--- src/rtl/dma_bus_arbiter.sv ---
// Round-robin arbiter sharing one TileLink-UL master port among NoC DMA channels.
// A requests are registered onto the shared port; D responses are steered back by source.
module dma_bus_arbiter #(
  parameter int NoC     = 2,
  parameter int TL_RS   = 4,
  parameter int MAX_OUT = 2
) (
  input  logic               dma_clock_i,
  input  logic               dma_reset_i,
  input  logic [3*NoC-1:0]   s_a_opcode,
  input  logic [3*NoC-1:0]   s_a_param,
  input  logic [4*NoC-1:0]   s_a_size,
  input  logic [32*NoC-1:0]  s_a_address,
  input  logic [32*NoC-1:0]  s_a_data,
  input  logic [4*NoC-1:0]   s_a_mask,
  input  logic [NoC-1:0]     s_a_corrupt,
  input  logic [NoC-1:0]     s_a_valid,
  output logic [NoC-1:0]     s_a_ready,
  output logic [3*NoC-1:0]   s_d_opcode,
  output logic [2*NoC-1:0]   s_d_param,
  output logic [4*NoC-1:0]   s_d_size,
  output logic [32*NoC-1:0]  s_d_data,
  output logic [NoC-1:0]     s_d_denied,
  output logic [NoC-1:0]     s_d_corrupt,
  output logic [NoC-1:0]     s_d_valid,
  input  logic [NoC-1:0]     s_d_ready,
  output logic [2:0]         m_a_opcode,
  output logic [2:0]         m_a_param,
  output logic [3:0]         m_a_size,
  output logic [TL_RS-1:0]   m_a_source,
  output logic [31:0]        m_a_address,
  output logic [31:0]        m_a_data,
  output logic [3:0]         m_a_mask,
  output logic               m_a_corrupt,
  output logic               m_a_valid,
  input  logic               m_a_ready,
  input  logic [2:0]         m_d_opcode,
  input  logic [1:0]         m_d_param,
  input  logic [3:0]         m_d_size,
  input  logic [TL_RS-1:0]   m_d_source,
  input  logic [31:0]        m_d_data,
  input  logic               m_d_denied,
  input  logic               m_d_corrupt,
  input  logic               m_d_valid,
  output logic               m_d_ready,
  output logic               busy_o,
  output logic               drop_o
);

  localparam int PW = (NoC > 1) ? $clog2(NoC) : 1;

  logic [PW-1:0]  ptr;
  logic [3:0]     cnt [NoC];
  logic [NoC-1:0] elig;
  logic [NoC-1:0] grant;
  logic [NoC-1:0] src_hit;
  logic           src_known;
  logic           d_fire;
  logic           slot_free;
  logic           win_vld;
  logic [PW-1:0]  win;

  logic [2:0]  sel_opcode;
  logic [2:0]  sel_param;
  logic [3:0]  sel_size;
  logic [31:0] sel_address;
  logic [31:0] sel_data;
  logic [3:0]  sel_mask;
  logic        sel_corrupt;

  // Winner is the eligible channel closest to ptr going upward modulo NoC.
  always_comb begin
    int best;
    best      = NoC;
    slot_free = ~m_a_valid | m_a_ready;
    win_vld   = 1'b0;
    win       = '0;
    for (int i = 0; i < NoC; i++) begin
      elig[i] = s_a_valid[i] & (cnt[i] < 4'(MAX_OUT));
      if (elig[i] && (((i - int'(ptr) + NoC) % NoC) < best)) begin
        best    = (i - int'(ptr) + NoC) % NoC;
        win     = PW'(i);
        win_vld = 1'b1;
      end
    end
    for (int i = 0; i < NoC; i++) begin
      grant[i] = slot_free & win_vld & (win == PW'(i));
    end
  end

  assign s_a_ready = grant;

  always_comb begin
    sel_opcode  = '0;
    sel_param   = '0;
    sel_size    = '0;
    sel_address = '0;
    sel_data    = '0;
    sel_mask    = '0;
    sel_corrupt = 1'b0;
    for (int i = 0; i < NoC; i++) begin
      if (grant[i]) begin
        sel_opcode  = s_a_opcode[3*i +: 3];
        sel_param   = s_a_param[3*i +: 3];
        sel_size    = s_a_size[4*i +: 4];
        sel_address = s_a_address[32*i +: 32];
        sel_data    = s_a_data[32*i +: 32];
        sel_mask    = s_a_mask[4*i +: 4];
        sel_corrupt = s_a_corrupt[i];
      end
    end
  end

  // D steering: sources outside the channel range are accepted and discarded.
  always_comb begin
    for (int i = 0; i < NoC; i++) begin
      src_hit[i] = (m_d_source == TL_RS'(i));
    end
    src_known = |src_hit;
    m_d_ready = src_known ? |(src_hit & s_d_ready) : 1'b1;
    d_fire    = m_d_valid & m_d_ready;
  end

  assign s_d_valid   = {NoC{m_d_valid}} & src_hit;
  assign s_d_opcode  = {NoC{m_d_opcode}};
  assign s_d_param   = {NoC{m_d_param}};
  assign s_d_size    = {NoC{m_d_size}};
  assign s_d_data    = {NoC{m_d_data}};
  assign s_d_denied  = {NoC{m_d_denied}};
  assign s_d_corrupt = {NoC{m_d_corrupt}};

  always_comb begin
    busy_o = m_a_valid;
    for (int i = 0; i < NoC; i++) begin
      if (cnt[i] != 4'd0) busy_o = 1'b1;
    end
  end

  // Output slot stage
  always_ff @(posedge dma_clock_i) begin
    if (dma_reset_i) begin
      m_a_valid   <= 1'b0;
      m_a_opcode  <= '0;
      m_a_param   <= '0;
      m_a_size    <= '0;
      m_a_source  <= '0;
      m_a_address <= '0;
      m_a_data    <= '0;
      m_a_mask    <= '0;
      m_a_corrupt <= 1'b0;
      ptr         <= '0;
      drop_o      <= 1'b0;
    end else begin
      drop_o <= d_fire & ~src_known;
      if (slot_free && win_vld) begin
        m_a_valid   <= 1'b1;
        m_a_opcode  <= sel_opcode;
        m_a_param   <= sel_param;
        m_a_size    <= sel_size;
        m_a_source  <= TL_RS'(win);
        m_a_address <= sel_address;
        m_a_data    <= sel_data;
        m_a_mask    <= sel_mask;
        m_a_corrupt <= sel_corrupt;
        ptr         <= (win == PW'(NoC - 1)) ? '0 : win + PW'(1);
      end else if (m_a_ready) begin
        m_a_valid <= 1'b0;
      end
    end
  end

  // Outstanding counters; a simultaneous accept and response cancel out.
  always_ff @(posedge dma_clock_i) begin
    for (int i = 0; i < NoC; i++) begin
      if (dma_reset_i) begin
        cnt[i] <= 4'd0;
      end else if (grant[i] && !(d_fire && src_hit[i])) begin
        cnt[i] <= cnt[i] + 4'd1;
      end else if (!grant[i] && d_fire && src_hit[i] && cnt[i] != 4'd0) begin
        cnt[i] <= cnt[i] - 4'd1;
      end
    end
  end

endmodule

--- config.mk ---
export PLATFORM = sky130hd
export DESIGN_NAME = dma_bus_arbiter
export DESIGN_NICKNAME = d
export VERILOG_FILES = /design/src/rtl/dma_bus_arbiter.sv
export SDC_FILE = /design/constraint.sdc
export NUM_CORES = 1
export LEC_CHECK = 0
export BUFFER_PORTS_ARGS = -buffer_cell sky130_fd_sc_hd__buf_2
export CORE_AREA = 2 2 153 155
export DETAILED_ROUTE_END_ITERATION = 10
export DIE_AREA = 0 0 155 157
export PLACE_DENSITY = 0.47
export REMOVE_ABC_BUFFERS = 1
export SLEW_MARGIN = 15
export SYNTH_ARGS = -nofsm -noshare
export SYNTH_HDL_FRONTEND = slang
export SYNTH_SLANG_ARGS = --single-unit
--- constraint.sdc ---
create_clock -name dma_clock_i -period 5.3 [get_ports dma_clock_i]
set_input_delay 0.53 -clock dma_clock_i [delete_from_list [all_inputs] [get_ports dma_clock_i]]
set_output_delay 0.53 -clock dma_clock_i [all_outputs]
set_load 0.005 [all_outputs]
==> summary.md <==
| Metric | Value |
|---|---|
| Proportion of synthesized flip-flops having asynchronous set or reset | 0% |
| Endpoint class of the critical path | register |
| Global-route wire length before repair | 24200 um |
| Last element of the critical path | cnt[1][3] |
| Final WS setup | roughly 2.5 ns |
| Vias in the first global route | ~3700 |
| Post-CTS resize count | 0 |
| Num CTS Buffers | 9 |
| Total area of multi-input combinational cells | approximately 1800 um^2 |
| Routed Antenna Nets | 0 |
| Layout Cells excl Fill | ~890 |
| Sequential area share after synthesis | roughly 42% |
| Final count of pins violating max slew | 0 |
| # Max-Cap Violations | 0 |
| Finished Core Util | ~25% |
| Net switching power of the design | 0.000457 W |
| Hold Crit Class | in2reg |
| End of the worst register-to-register path | cnt[1][3] |
| Global route overflow | 0 |
| Achievable Freq | 355 MHz |
| P per Cell Area | slightly below 300 nW/um^2 |
| Clock slew at the register clock pins of the worst setup and hold paths | ~0.080 ns |
| Final critical path time including I/O delays and setup | 2.82 ns |
| Reg area | about 1900 um^2 |
| Die Outline Area | 24300 um^2 |
| Number of DRC markers in iteration 0 | approximately 210 |
| Nets | 815 |
| Share of power burned in registers | 47.1% |
| Hold violation total from the final report | 0 |
| Part of the power in combinational logic | between 10% and 20% |
| Synthesized flop and latch total | 91 |
| TritonRoute pass-1 iters | 4 |
| Total of fill cells in the finished design | 2442 |
| Worst Path Required | between 5 and 6 ns |
| Startpoint type of the worst setup path | register |
| Most common flop cell mapped by yosys | sky130_fd_sc_hd__dfxtp_1 |
| Starting density of the core | between 20% and 30% |
| Post-CTS setup buffers | 0 |
| Standard cell core area | around 23000 um^2 |
| Clk root buf | sky130_fd_sc_hd__clkbuf_16 |
| Number of antenna violations at the first check in global routing | 1 |
| Detailed-route DRC error count | 0 |
| Routability Congestion | about 0.84 |
| Setup Crit Path Kind | reg2reg |
| Clock latency on the worst-skew pair | roughly 0.35 ns |
| Worst Setup Slack post-DPL | between 2 and 2.5 ns |
| Number of cells on the worst reg-to-reg path | 9 |
| Worst slew slack as a fraction of its limit | about 36% |
| TritonCTS clock tree | built |
| Static leakage | approximately 2.8 nW |
| Final Skew | around 0.011 ns |
| Number of instances in the placed design | 870 |
| Switching power share of the total | a little over a quarter |
| Cell area after synthesis | approximately 4500 um^2 |
| Internal power | roughly 0.0012 W |
| Cell variety after synth | 39 |
| Clock Sink Count | 91 |
| Total routing usage reported by global routing | between 10 and 15% |
| Number of core rows | 55 |
| Setup repair after global routing missed its margin | false |
| Post-synthesis average cell area | 10.3 um^2 |
| Via-to-Cell Ratio | between 4 and 5 |
| Area grow syn2layout | 26.3% |
| Via count | roughly 3800 |
| Fraction of final layout cells sized beyond drive strength 1 | a little under half |
| Worst Setup SP | cnt[0][2] |
| Final period util | between 50% and 60% |
| Setup total negative slack | 0 ns |
| Io pins | 390 |
| Worst Max-Slew Pin Slew | ~0.96 ns |
| H-tree depth | 3 |
| Count of synthesis-stage warnings from yosys | 0 |
| Worst vdd rail ir drop | about 0.15 mV |
| Largest net degree at the start of global routing | between 70 and 80 |
| Antenna cells | 0 |
| Die extent in y | approximately 160 um |
| Arrival time of data at the critical path endpoint | 3.00 ns |
| Number of standard cells after synthesis | 438 |
| Worst hold path depth | 2 |
| Cts-stage hold buffer count | 0 |
| Detailed Place HPWL | around 13000 um |
| Outcome | completed |
| Average wire per cell in the routed design | slightly below 20 um |
| Die Wd | between 150 and 200 um |
| Maximum fanout along the worst path | 7 |
| Power share of the clock group | ~38% |
| Count of endpoints failing setup in the final report | 0 |
| Launch instance of the worst register-to-register path | cnt[0][2] |
| Buffer depth of the longest clock path | 2 |
| Routed wire length | between 15000 and 20000 um |
| EDFF count, synth | 8 |
| Register-to-register setup slack | between 2 and 2.5 ns |
| Port Buffers | around 260 |
-- layer usage --
metal	global-route usage, %	wire length (um)
met5	3.93	102
met4	3.44	208
met3	13.5	3620
met2	17.5	6760
met1	15.3	6540
-- cell families after synthesis --
kind of cell	after synthesis	synth area share [%]
fa+ha+maj	6	1.83
mux	2	0.444
buf+inv	121	17.8
other cells	1	0.0832
compound gates	93	20.1
flops	91	42.2
xor+xnor	4	0.778
simple gates	120	16.7
-- critical path: stages, from the launching register on --
cell and delay, ns:
sky130_fd_sc_hd__edfxtp_1 0.43, sky130_fd_sc_hd__or4b_1 0.70, sky130_fd_sc_hd__o211ai_4 0.34, sky130_fd_sc_hd__nand2_1 0.11, sky130_fd_sc_hd__nor2_1 0.14, sky130_fd_sc_hd__ha_1 0.24, sky130_fd_sc_hd__a21o_1 0.17, sky130_fd_sc_hd__a21oi_1 0.16
sky130_fd_sc_hd__xnor2_1 0.16, sky130_fd_sc_hd__mux2i_1 0.20
-- worst min-delay path by stage --
stage	startpoint	to	slack (ns)
detailed placement	m_a_address[13]	m_a_address[13]	0.46
global placement	m_a_data[11]	m_a_data[11]	0.46
CTS	s_a_address[49]	m_a_address[17]	0.38
finish	s_a_data[34]	m_a_data[2]	0.40
floorplan	m_a_source[0]	m_a_source[0]	0.46
global route	s_a_address[44]	m_a_address[12]	0.38
-- state kept, by name, summed over array words and instances (netlist names) --
name	count
m_a_param	3
m_a_mask	4
m_a_data	32
m_a_source	1
m_a_opcode	3
m_a_size	4
m_a_address	32
cnt	8
m_a_corrupt	1
drop_o	1
ptr	1
m_a_valid	1
-- layout make-up --
type / instances / area share, %
Clock buffer: 9 / 3.96
Clock inverter: 7 / 0.880
Inverter: 5 / 0.330
Multi-Input combinational cell: 228 / 32.0
Sequential cell: 91 / 33.4
Tap cell: 285 / 6.27
Timing Repair Buffer: 261 / 23.1
-- synthesized netlist by cell type (all sizes together), types with 5 or more instances --
| master | instances | share of area, % |
|---|---|---|
| ha | 5 | 1.4 |
| dfxtp | 83 | 37 |
| nor3 | 7 | 0.78 |
| a21oi | 6 | 0.67 |
| buf | 95 | 16 |
| and2 | 79 | 11 |
| clkbuf | 21 | 1.8 |
| edfxtp | 8 | 5.3 |
| nand2 | 6 | 0.50 |
| nor2 | 6 | 0.56 |
| a221o | 79 | 18 |
| inv | 5 | 0.42 |
-- layout by cell type (no fill, tap or decap), types with 2 or more instances in the layout --
cell                        instances
sky130_fd_sc_hd__clkinv_2           3
sky130_fd_sc_hd__nor3b_1            2
sky130_fd_sc_hd__nand2b_1           3
sky130_fd_sc_hd__or2_2              3
sky130_fd_sc_hd__and2_1            79
sky130_fd_sc_hd__nand2_1            6
sky130_fd_sc_hd__nor2_1             4
sky130_fd_sc_hd__nor4_1             2
sky130_fd_sc_hd__a221o_1           79
sky130_fd_sc_hd__edfxtp_1           8
sky130_fd_sc_hd__buf_2            257
sky130_fd_sc_hd__o21ai_0            3
sky130_fd_sc_hd__buf_4              4
sky130_fd_sc_hd__ha_1               5
sky130_fd_sc_hd__a21oi_1            6
sky130_fd_sc_hd__mux2i_1            2
sky130_fd_sc_hd__or4b_1             2
sky130_fd_sc_hd__xnor2_1            3
sky130_fd_sc_hd__nor2_4             2
sky130_fd_sc_hd__nand3_1            3
sky130_fd_sc_hd__clkbuf_16          9
sky130_fd_sc_hd__nor3_1             7
sky130_fd_sc_hd__dfxtp_1           83
sky130_fd_sc_hd__inv_1              5
sky130_fd_sc_hd__inv_6              3
sky130_fd_sc_hd__conb_1             3
-- metrics by stage --
stage               hold WS (ns)  cell area (um^2)  power, W
floorplan                  0.464              3730  0.000908
global placement           0.465              5420   0.00106
detailed placement         0.465              5420   0.00106
CTS                        0.377              5690   0.00171
global route               0.385              5690   0.00176
finish                     0.400              5690   0.00167
-- power groups by stage --
stage | Clock [W] | Combinational (W) | Sequential (W)
2_1_floorplan | 0 | 0.000104 | 0.000804
6_report | 0.000629 | 0.000256 | 0.000787
3_3_place_gp | 0 | 0.000262 | 0.000802
4_1_cts | 0.000658 | 0.000261 | 0.000787
5_1_grt | 0.000681 | 0.000285 | 0.000795
3_5_place_dp | 0 | 0.000262 | 0.000800
Note: power is estimated with default switching activity, not from simulation.
